<file path="src/rtl/logic_unit_iter.sv">
// rtl/logic_unit_iter.sv - multi-cycle bitwise logic unit evaluating CHUNK bits per clock
module logic_unit_iter #(
   parameter int WIDTH = 32,
   parameter int CHUNK = 8
) (
   input  logic             clk,
   input  logic             reset,
   input  logic             start,
   input  logic [2:0]       op,
   input  logic [WIDTH-1:0] a,
   input  logic [WIDTH-1:0] b,
   output logic [WIDTH-1:0] result,
   output logic             busy,
   output logic             done,
   output logic             zero
);

   localparam int N  = WIDTH / CHUNK;
   localparam int CW = (N > 1) ? $clog2(N) : 1;
   localparam logic [CW-1:0] LAST = CW'(N - 1);

   // A CHUNK that does not tile WIDTH would leave bits unwritten; refuse to build.
   generate
      if ((CHUNK < 1) || ((WIDTH % CHUNK) != 0)) begin : g_chunk_check
         $error("logic_unit_iter: CHUNK must divide WIDTH exactly");
      end
   endgenerate

   typedef enum logic {S_IDLE, S_RUN} state_t;

   state_t           r_state;
   state_t           w_next_state;
   logic [WIDTH-1:0] r_a;
   logic [WIDTH-1:0] r_b;
   logic [2:0]       r_op;
   logic [CW-1:0]    r_cnt;
   logic [WIDTH-1:0] r_result;
   logic             r_busy;
   logic             r_done;
   logic             r_zero;
   logic [WIDTH-1:0] w_func;
   logic [WIDTH-1:0] w_result_next;
   logic             w_last;

   assign w_last = (r_cnt == LAST);

   // Full-width function of the latched operands; only the current slice is used per cycle.
   always_comb begin
      w_func = r_a;
      case (r_op)
         3'b000: w_func = r_a & r_b;
         3'b001: w_func = r_a | r_b;
         3'b010: w_func = r_a ^ r_b;
         3'b011: w_func = ~(r_a | r_b);
         3'b100: w_func = ~(r_a & r_b);
         3'b101: w_func = ~(r_a ^ r_b);
         3'b110: w_func = ~r_a;
         3'b111: w_func = r_a;
      endcase
   end

   // Merge the slice selected by the chunk counter into the running result.
   always_comb begin
      w_result_next = r_result;
      for (int k = 0; k < N; k++) begin
         if (r_cnt == CW'(k)) begin
            w_result_next[k*CHUNK +: CHUNK] = w_func[k*CHUNK +: CHUNK];
         end
      end
   end

   // State register.
   always_ff @(posedge clk) begin
      if (reset) begin
         r_state <= S_IDLE;
      end else begin
         r_state <= w_next_state;
      end
   end

   // Next-state: start is only honoured when idle, RUN ends on the last slice.
   always_comb begin
      w_next_state = r_state;
      case (r_state)
         S_IDLE:  if (start)  w_next_state = S_RUN;
         S_RUN:   if (w_last) w_next_state = S_IDLE;
         default: w_next_state = S_IDLE;
      endcase
   end

   // Datapath: operand latching, slice accumulation, done pulse and zero flag.
   always_ff @(posedge clk) begin
      if (reset) begin
         r_a      <= '0;
         r_b      <= '0;
         r_op     <= '0;
         r_cnt    <= '0;
         r_result <= '0;
         r_busy   <= 1'b0;
         r_done   <= 1'b0;
         r_zero   <= 1'b0;
      end else begin
         case (r_state)
            S_IDLE: begin
               r_done <= 1'b0;
               if (start) begin
                  r_a      <= a;
                  r_b      <= b;
                  r_op     <= op;
                  r_cnt    <= '0;
                  r_result <= '0;
                  r_zero   <= 1'b0;
                  r_busy   <= 1'b1;
               end
            end
            S_RUN: begin
               r_result <= w_result_next;
               if (w_last) begin
                  r_busy <= 1'b0;
                  r_done <= 1'b1;
                  r_zero <= (w_result_next == '0);
               end else begin
                  r_cnt <= r_cnt + 1'b1;
               end
            end
            default: begin
               r_done <= 1'b0;
            end
         endcase
      end
   end

   assign result = r_result;
   assign busy   = r_busy;
   assign done   = r_done;
   assign zero   = r_zero;

endmodule

</file>
<file path="config.mk">
export PLATFORM = sky130hd
export DESIGN_NAME = logic_unit_iter
export DESIGN_NICKNAME = d
export VERILOG_FILES = /design/src/rtl/logic_unit_iter.sv
export SDC_FILE = /design/constraint.sdc
export NUM_CORES = 1
export LEC_CHECK = 0
export CORE_ASPECT_RATIO = 0.8
export CORE_MARGIN = 10
export CORE_UTILIZATION = 40
export DETAILED_ROUTE_END_ITERATION = 16
export GPL_ROUTABILITY_DRIVEN = 0
export PLACE_DENSITY = 0.59
export REMOVE_ABC_BUFFERS = 1
export SYNTH_ARGS = -nofsm -noshare
export SYNTH_HDL_FRONTEND = slang
export SYNTH_SLANG_ARGS = --single-unit
</file>
<file path="constraint.sdc">
create_clock -name clk -period 4.3 [get_ports clk]
set_clock_uncertainty 0.1 [all_clocks]
set_input_delay 1.075 -clock clk [delete_from_list [all_inputs] [get_ports clk]]
set_output_delay 1.075 -clock clk [all_outputs]
set_load 0.01 [all_outputs]
</file>
==> results_tabular.tex <==
\begin{tabular}{lr}
\hline
Metric & Value \\
\hline
\multicolumn{2}{l}{\textbf{Clocking}} \\
\# Post-CTS Setup Buffers & 0 \\
Buffer cell driving the clock tree root & clkbuf\_16 \\
Maximum number of buffers from clock root to sink & 2 \\
CTS hold repair buffers & 0 \\
Maximum level of the CTS H-tree & 3 \\
Worst skew pair latency & 0.36 ns \\
CTS tree & done \\
Clock transition at path regs & 0.07 ns \\
Number of CTS-inserted buffers & 9 \\
Post-CTS resize count & 0 \\
Number of clock sinks seen by CTS & 105 \\
\multicolumn{2}{l}{\textbf{Synthesis}} \\
Flops \& latches, synth & 105 \\
Cell area after synthesis & 7150 um2 \\
Mean area per synthesized cell & 7.52 um2 \\
EDFF count, synth & 0 \\
Most area-hungry cell type in the Yosys netlist & dfxtp\_1 \\
Count of synthesis-stage warnings from yosys & 0 \\
Post-synth cell types & 63 \\
Synthesized instance count & 950 \\
Sequential-to-total area share from yosys stat & 29.4\% \\
Top FF cell, synth & dfxtp\_1 \\
Cell types occupying the most area after synthesis & dfxtp\_1 (29\%), ha\_1 (12\%), nand2\_1 (9.1\%) \\
Area fraction of the dominant cell type after synthesis & 29.4\% \\
Fraction of registers with async set/reset & 0\% \\
\multicolumn{2}{l}{\textbf{Cells and area}} \\
Storage element area & 2110 um2 \\
Final Net Count & 1152 \\
Antenna cells & 0 \\
Area growth from synthesis to layout & 20.4\% \\
Share of cells above drive strength 1 & 5.50\% \\
Area occupied by multi-input gates & 4420 um2 \\
Fill cell count & 1765 \\
Final Cell Area & 8610 um2 \\
\multicolumn{2}{l}{\textbf{Critical path}} \\
Crit-path max FO & 51 \\
Crit path max-delay cell type & dfxtp\_4 \\
Signal arrival time at the worst endpoint & 3.26 ns \\
Required time reported for the critical path endpoint & 4.49 ns \\
Top cell family by delay on the critical path & simple AND/OR/NAND/NOR gates \\
Worst path max stage delay & 0.73 ns \\
CP startpoint kind & flop \\
Worst-path cell chain & bufinv\_8, mux2i\_1, a32o\_1, nor4\_1, a2bb2oi\_1, nand4\_1, or4\_1, o21ai\_1 \\
Type of the worst setup path & flop to flop \\
Total buffers and inverters traversed by the critical path & 1 \\
Type of element capturing the critical path & flop \\
\multicolumn{2}{l}{\textbf{Global routing}} \\
GRT Overall Usage & 17.5\% \\
Wire length of the first global-routing pass & 34.2 mm \\
Number of antenna violations at the first check in global routing & 0 \\
Number of global-route vias before repair & 6230 \\
Largest net degree at the start of global routing & 74 \\
GRT overflow & 0 \\
\multicolumn{2}{l}{\textbf{STA}} \\
Max-slew headroom at the worst pin & 44.9\% \\
Pins over their slew limit & 0 \\
F\_max & 326 MHz \\
Setup repair after global routing missed its margin & no \\
Minimum period implied by the final worst setup slack & 3.06 ns \\
Share of the clock period used by the worst path after layout & 71.2\% \\
Final-report setup violation count & 0 \\
Final Hold Vio Count & 0 \\
Actual slew at the worst max-slew pin & 0.827 ns \\
Total negative slack & 0 ns \\
\multicolumn{2}{l}{\textbf{Placement}} \\
Cell area reported after detailed placement & 8310 um2 \\
Post-DP HPWL & 15.0 mm \\
Port bufs & 104 \\
\multicolumn{2}{l}{\textbf{Detailed routing}} \\
Remaining antenna violation count after routing & 0 \\
Via count & 6679 \\
Vias per std cell & 5.37 \\
DRC errors left & 0 \\
Final wirelength & 21.0 mm \\
Routed length per instance & 16.9 um \\
Violation count after the first detailed-routing iteration & 623 \\
Number of iterations in the first detailed-routing pass & 7 \\
\multicolumn{2}{l}{\textbf{Floorplan}} \\
Horiz. Die Dim & 169 um \\
Area of the placeable core & 17400 um2 \\
Die ar. & 23700 um2 \\
Std cell rows & 43 \\
Number of primary I/O pins & 105 \\
Vert. Die Dim & 140 um \\
Initial Util & 41.0\% \\
\multicolumn{2}{l}{\textbf{Power and ir drop}} \\
Peak ir drop on the vdd network & 0.000171 V \\
Leakage component of the power & 3.38 nW \\
Pwr/cell area & 288 nW/um2 \\
\multicolumn{2}{l}{\textbf{Run}} \\
Number of max-capacitance violations reported & 0 \\
\multicolumn{2}{l}{\textbf{Hold path}} \\
Path type of the worst min-delay path & flop to flop \\
\multicolumn{2}{l}{\textbf{Run status}} \\
Result of the run & finished clean \\
\hline
\end{tabular}
==> worst register-to-register path: cells and delay by family, from the launching register on <==
kind | cells | cell delay (ns)
buffers and inverters | 1 | 0.38
DFF | 1 | 0.73
and+or+nand+nor | 3 | 1.04
AOI/OAI and AO/OA | 3 | 0.63
muxes | 1 | 0.14
==> flip-flops by register name, summed over array words and instances (netlist names) <==
signal   flops
done         1
r_cnt        2
zero         1
busy         1
r_a         32
result      32
r_op         3
r_state      1
r_b         32
==> final timing paths <==
| check | start | endpoint | slack [ns] | cells after the start |
|---|---|---|---|---|
| setup / recovery | r_op[1] | zero | 1.24 | 8 |
| hold / removal | r_b[4] | r_b[4] | 0.37 | 2 |
| setup reg to reg | r_op[1] | zero | 1.24 | 8 |
| hold reg to reg | r_b[4] | r_b[4] | 0.37 | 2 |
==> cell usage in the layout, fill, tap and decap left out, drive strengths merged, types with 3 or more instances in the layout <==
cell	Yosys	layout
dfxtp	105	105
nand2	174	174
nand2b	11	11
o2bb2ai	4	4
nor4	6	6
xnor2	8	8
clkbuf	36	14
nand3	9	9
nor2	41	41
ha	68	68
a2bb2oi	7	7
nor2b	13	13
o211ai	5	5
o22a	3	3
nor3b	7	7
o211a	3	3
o221ai	7	7
a22oi	4	4
a22o	16	16
inv	78	78
a32o	3	3
a211oi	13	13
o22ai	11	11
clkdlybuf4s50	0	103
buf	33	19
a21o	4	4
nand4	3	3
nor3	17	17
xor2	8	8
a221oi	4	4
mux2	11	11
o21ai	71	71
a21oi	110	110
and2	4	4
mux2i	26	26
==> power by group <==
group          internal [mW]  switching, mW
Clock                  0.470          0.376
Combinational          0.254          0.295
Sequential              1.02         0.0672
Total                   1.74          0.738
==> final cells by class <==
class                   instances  share of cell area, %
clock buffers                  14                   3.42
well taps                     225                   3.27
inverters                      80                   3.65
repair buffers                122                   13.8
multi-input cells             696                   51.3
flip-flops and latches        105                   24.5
clock inverters                 1                 0.0872
==> cell usage after synthesis (9+ instances only) <==
library cell,number
a211oi_1,13
a21oi_1,110
a22o_1,16
buf_2,19
clkbuf_1,36
dfxtp_1,105
ha_1,68
inv_1,78
mux2_2,10
mux2i_1,26
nand2_1,174
nand2b_1,11
nand3_1,9
nor2_1,41
nor2b_1,12
nor3_1,17
o21ai_0,68
o22ai_1,11
==> per-stage QoR <==
stage	worst slack, ns	std cells	hold slack, ns	power (mW)	util [%]
finish	1.24	1243	0.372	2.48	49.4
CTS	1.27	1243	0.376	2.50	49.4
global route	1.04	1243	0.401	2.62	49.4
detailed placement	1.27	1228	0.366	1.65	47.7
global placement	1.29	1228	0.364	1.65	47.7
floorplan	0.0143	881	0.347	1.44	-
==> layer usage <==
layer | track usage, % | wire length [um]
met5 | 0 | 0
met1 | 25.1 | 10700
met4 | 4.17 | 248
met3 | 3.94 | 1300
met2 | 25.8 | 8770
==> cells by family after synthesis <==
logic type | share of synthesized area [%]
AND/OR/NAND/NOR | 18.4
multiplexers | 5.69
buffers and inverters | 8.98
XOR/XNOR | 1.96
flip-flops | 29.4
AO/OA/AOI/OAI | 23.7
adder cells (fa/ha/maj) | 11.9
(Power assumes the default switching activity.)
